$ cat src/rtl/shift_pkg.sv
// Shared types and defaults for the multi-cycle shifter.
package shift_pkg;

  localparam int WIDTH_DEF = 32;

  typedef enum logic [1:0] {
    SLL = 2'b00,
    SRL = 2'b01,
    SRA = 2'b10,
    ROL = 2'b11
  } shift_mode_t;

  typedef enum logic {
    IDLE = 1'b0,
    RUN  = 1'b1
  } state_t;

endpackage

$ cat src/rtl/shift_step.sv
// Combinational single step of the shifter: moves data by one or two bit
// positions according to the selected operation.
module shift_step
  import shift_pkg::*;
#(
  parameter int WIDTH = WIDTH_DEF
) (
  input  logic [WIDTH-1:0] data,
  input  shift_mode_t      mode,
  input  logic             by2,
  output logic [WIDTH-1:0] result
);

  always_comb begin
    result = data;
    if (by2) begin
      unique case (mode)
        SLL: result = {data[WIDTH-3:0], 2'b00};
        SRL: result = {2'b00, data[WIDTH-1:2]};
        SRA: result = {{2{data[WIDTH-1]}}, data[WIDTH-1:2]};
        ROL: result = {data[WIDTH-3:0], data[WIDTH-1:WIDTH-2]};
        default: result = data;
      endcase
    end else begin
      unique case (mode)
        SLL: result = {data[WIDTH-2:0], 1'b0};
        SRL: result = {1'b0, data[WIDTH-1:1]};
        SRA: result = {data[WIDTH-1], data[WIDTH-1:1]};
        ROL: result = {data[WIDTH-2:0], data[WIDTH-1]};
        default: result = data;
      endcase
    end
  end

endmodule

$ cat src/rtl/shift_seq32.sv
// Multi-cycle shifter: iterates shift-by-2 steps plus one shift-by-1 step for
// odd amounts, with a start/busy/done handshake.
//
// Handshake: start is sampled only while idle (busy=0); the operands are
// captured on that edge and busy rises. done pulses for one cycle when saida
// is updated, and a new start in that same cycle is accepted immediately.
module shift_seq32
  import shift_pkg::*;
#(
  parameter int WIDTH = WIDTH_DEF,
  parameter int SHW   = $clog2(WIDTH)
) (
  input  logic             clk,
  input  logic             reset,
  input  logic             start,
  input  logic [WIDTH-1:0] entrada,
  input  logic [SHW-1:0]   shamt,
  input  logic [1:0]       mode,
  output logic [WIDTH-1:0] saida,
  output logic             busy,
  output logic             done
);

  state_t             state, state_next;
  logic [WIDTH-1:0]   data_r, data_next;
  logic [SHW-1:0]     cnt, cnt_next;
  shift_mode_t        mode_r, mode_next;
  logic [WIDTH-1:0]   saida_next;
  logic               done_next;
  logic [WIDTH-1:0]   step_out;
  logic               step_by2;

  assign step_by2 = (cnt >= SHW'(2));

  shift_step #(.WIDTH(WIDTH)) u_step (
    .data   (data_r),
    .mode   (mode_r),
    .by2    (step_by2),
    .result (step_out)
  );

  always_ff @(posedge clk) begin
    if (reset) begin
      state  <= IDLE;
      data_r <= '0;
      cnt    <= '0;
      mode_r <= SLL;
      saida  <= '0;
      done   <= 1'b0;
    end else begin
      state  <= state_next;
      data_r <= data_next;
      cnt    <= cnt_next;
      mode_r <= mode_next;
      saida  <= saida_next;
      done   <= done_next;
    end
  end

  always_comb begin
    state_next = state;
    data_next  = data_r;
    cnt_next   = cnt;
    mode_next  = mode_r;
    saida_next = saida;
    done_next  = 1'b0;
    unique case (state)
      IDLE: begin
        if (start) begin
          data_next  = entrada;
          cnt_next   = shamt;
          mode_next  = shift_mode_t'(mode);
          state_next = RUN;
        end
      end
      RUN: begin
        // cnt reaching zero means data_r already holds the final value.
        if (cnt != '0) begin
          data_next = step_out;
          cnt_next  = step_by2 ? cnt - SHW'(2) : '0;
        end else begin
          saida_next = data_r;
          done_next  = 1'b1;
          state_next = IDLE;
        end
      end
      default: state_next = IDLE;
    endcase
  end

  assign busy = (state == RUN);

endmodule

$ cat config.mk
export PLATFORM = sky130hd
export DESIGN_NAME = shift_seq32
export DESIGN_NICKNAME = d
export VERILOG_FILES = /design/src/rtl/shift_pkg.sv /design/src/rtl/shift_step.sv /design/src/rtl/shift_seq32.sv
export SDC_FILE = /design/constraint.sdc
export NUM_CORES = 1
export LEC_CHECK = 0
export ABC_AREA = 0
export ABC_CLOCK_PERIOD_IN_PS = 4600
export CELL_PAD_IN_SITES_DETAIL_PLACEMENT = 0
export CELL_PAD_IN_SITES_GLOBAL_PLACEMENT = 2
export CORE_MARGIN = 2
export CORE_UTILIZATION = 33
export CTS_BUF_LIST = sky130_fd_sc_hd__clkbuf_8
export DETAILED_ROUTE_END_ITERATION = 12
export MAX_ROUTING_LAYER = met4
export PLACE_DENSITY_LB_ADDON = 0.15
export SLEW_MARGIN = 25
export SYNTH_ARGS = -nofsm -noshare
export SYNTH_HDL_FRONTEND = slang
export SYNTH_SLANG_ARGS = --single-unit
$ cat constraint.sdc
create_clock -name clk -period 4.6 [get_ports clk]
set_input_delay 1.38 -clock clk [delete_from_list [all_inputs] [get_ports clk]]
set_output_delay 1.38 -clock clk [all_outputs]
set_load 0.02 [all_outputs]
==> summary.txt <==
Status
  • Outcome: finished clean

Yosys
  • Synth cell types: 43
  • Synth Net Count: 545
  • Ys async rst share: 0
  • Synth warn: 0
  • Post-synthesis area per instance: 7.90 sq um
  • Top-area cell type share of the netlist area: 0.368
  • Cells after synthesis: 502
  • Leading register cell type out of synthesis: sky130_fd_sc_hd__dfxtp_1
  • Post-synthesis cell area: 0.00397 sq mm
  • Top cells by area, synth: sky130_fd_sc_hd__dfxtp_1 37%, sky130_fd_sc_hd__nand2_1 7.8%, sky130_fd_sc_hd__a21oi_1 5.6%, sky130_fd_sc_hd__a211oi_1 5.3%, sky130_fd_sc_hd__a21boi_0 5.1%
  • Count of flip-flops with a built-in enable after synthesis: 0
  • Post-synthesis sequential area ratio: 0.368
  • Number of storage elements in the synthesis netlist: 73
  • Post-synth top area cell: sky130_fd_sc_hd__dfxtp_1

Global route
  • Total routing usage reported by global routing: 0.211
  • Antenna violations before repair: 0
  • Pin count of the biggest net entering global routing: 62
  • Remaining Overflow, GRT: 0
  • Wire length of the first global-routing pass: 20700 um
  • Via count of the first global-routing pass: 3792

Power
  • Net switching component of the power: 0.000668 W
  • Switching power as a share of total power: 0.368
  • Overall power of the completed layout: 0.00182 W
  • Largest vdd supply drop: 0.154 mV
  • Fraction of power consumed by sequential logic: 0.431
  • Share of power burned in the clock network: 0.256
  • Power density normalized to cell area: 367 mW/mm^2
  • Internal Pwr Total: 0.00115 W
  • Standby leakage power: 1.67 nW
  • Fraction of power consumed by combinational cells: 0.313

Setup path
  • Critical Path Start: start
  • Critical Path End Type: flip-flop
  • Crit path max fanout: 14
  • Setup slack of the most critical reg-to-reg path: 1770 ps
  • Crit path required time: 4870 ps
  • Launching point of the worst reg2reg path: cnt[1]
  • Worst reg2reg path endpoint: data_r[14]
  • Class of the most critical setup path: input pin to flip-flop
  • Crit path arrival time: 3270 ps
  • Critical path startpoint category: input pin
  • Path depth of the worst reg2reg path: 7

Clock tree
  • Clock sink count: 73
  • Clock tree from TritonCTS: yes
  • Num CTS Buffers: 9
  • Hold buffer count at CTS: 0
  • Post-CTS clock slew at the launch and capture registers of the worst setup and hold paths: 70 ps
  • Insertion delay to the later sink of the worst-skew pair: 360 ps
  • Clk buf depth: 2
  • # resized after CTS: 0
  • Root buf cell: sky130_fd_sc_hd__clkbuf_8
  • Buffers inserted during post-CTS setup optimization: 0
  • H-tree levels: 3

Place
  • Setup WS pre-CTS: 1250 ps
  • Gp weighted congestion: 0.871
  • Count of buffers inserted at the top-level ports: 75
  • Detailed-placement wirelength estimate: 8490 um

Die
  • Width of the chip: 114 um
  • Starting utilization of the core area: 0.334
  • Area of the core region: 0.0119 sq mm
  • Vertical extent of the die: 114 um
  • Die area: 0.0129 sq mm
  • Number of standard-cell rows in the floorplan: 40
  • I/O pin count: 76

Finish
  • Fin nets: 586
  • Area overhead of the layout relative to synthesis: 24.8%
  • Proportion of layout cells with a drive suffix above 1: 0.0620
  • Antenna diode count: 0

Hold path
  • WHS Path Cells: 2
  • Start point of the worst min-delay path: saida[3]
  • Hold-critical path endpoint: saida[3]
  • Hold WC Path Type: flip-flop to flip-flop

Drt
  • Sum of routed wire length over all layers: 12800 um
  • Iteration count of the initial detailed-routing pass: 6
  • Detailed-route vias per instance: 5.72
  • 1st-iter DRT viols: 296
  • Antenna-violating nets left: 0
  • Routed vias: 3976
  • Wire length per cell after detailed routing: 18.5 um
  • Detailed-route DRC error count: 0

STA
  • Pins over their slew limit: 0
  • Max Clock Freq: 0.334 GHz
  • Ratio of final minimum period to clock period: 0.651
  • Final Skew: 10.6 ps
  • Final worst setup slack: 1610 ps
  • Post-layout min period: 2990 ps
  • Least-Margin Pin Slew: 815 ps
  • Final TNS setup: 0 ps
  • Setup repair after global routing missed its margin: false
  • Final hold violations: 0
  • Tightest slew margin relative to the limit: 0.456
  • Final setup viols: 0

Run
  • Total of max-cap violations: 0
per-layer routing:
layer | track usage | wire, um | vias up
li1 | - | - | 1950
met1 | 0.294 | 6430 | 1891
met2 | 0.304 | 5570 | 120
met3 | 0.0414 | 608 | 15
met4 | 0.0740 | 214 | 0
met5 | - | 0 | -
worst max-delay path, cell delays in order:
cell                              delay [ps]
sky130_fd_sc_hd__clkdlybuf4s50_1         580
sky130_fd_sc_hd__nor2_1                  150
sky130_fd_sc_hd__a31oi_2                 460
sky130_fd_sc_hd__buf_4                   310
sky130_fd_sc_hd__o221ai_1                140
sky130_fd_sc_hd__a221oi_1                240
through the flow:
| step | instance area, sq um | cells | hold slack (ps) | utilization |
|---|---|---|---|---|
| 6_report | 4950 | 695 | 453 | 0.417 |
| 5_1_grt | 4950 | 695 | 470 | 0.417 |
| 4_1_cts | 4950 | 695 | 456 | 0.417 |
| 3_5_place_dp | 4770 | 679 | 445 | 0.402 |
| 3_3_place_gp | 4770 | 679 | 440 | 0.402 |
| 2_1_floorplan | 3970 | 502 | 449 | - |
how the worst max path moves through the flow:
stage / slack [ps] / to / cells after the start
after floorplan: 2150 / cnt[1] / 5
after global placement: 1200 / data_r[26] / 4
after detailed placement: 1250 / data_r[26] / 6
after CTS: 1650 / data_r[5] / 6
after global routing: 1470 / data_r[26] / 6
final: 1610 / data_r[5] / 6
area by class of cell:
cell class,instances,area [sq um]
Fill cell,1226,6910
Timing Repair Buffer,84,818
Sequential cell,73,1460
Clock buffer,11,151
Clock inverter,5,22.5
Tap cell,147,184
Inverter,7,26.3
Multi-Input combinational cell,368,2290
synthesized netlist by cell type (all sizes together), types with 2 or more instances:
cell type	count
a211oi	28
a21boi	27
a21oi	44
a221oi	3
a311o	14
a31oi	6
and2	2
and3	17
buf	9
clkbuf	45
dfxtp	73
inv	6
mux2i	3
mux4	3
nand2	82
nor2	34
nor2b	3
nor3	3
nor3b	3
o211ai	16
o21ai	29
o221a	4
o221ai	4
o22ai	8
o31ai	2
o32ai	14
or4bb	8
cell usage in the layout (no fill, tap or decap), drive strengths merged, types with 9 or more instances in the layout:
cell type / netlist / final
nand2: 82 / 82
o32ai: 14 / 14
buf: 9 / 9
clkbuf: 45 / 11
dfxtp: 73 / 73
o211ai: 16 / 16
a21boi: 27 / 27
o21ai: 29 / 29
a21oi: 44 / 44
and3: 17 / 17
clkdlybuf4s50: 0 / 75
a211oi: 28 / 28
nor2: 34 / 34
a311o: 14 / 14
cells by family after synthesis:
family,count (synthesis),synth area share
fa+ha+maj,1,0.00315
flops,73,0.368
compound gates,202,0.352
simple gates,157,0.186
mux,6,0.0246
buf+inv,61,0.0612
xor+xnor,2,0.00442
power groups by stage:
stage,logic (W),registers (W),clock network [W]
after CTS,0.000565,0.000782,0.000486
after detailed placement,0.000564,0.000796,0
final,0.000568,0.000784,0.000464
after floorplan,0.000394,0.000774,0
after global routing,0.000623,0.000794,0.000506
after global placement,0.000559,0.000796,0
registers in the layout, indices dropped and copies added (netlist names):
name	cells
busy	1
cnt	5
data_r	32
done	1
mode_r	2
saida	32
Note: power is estimated with default switching activity, not from simulation.
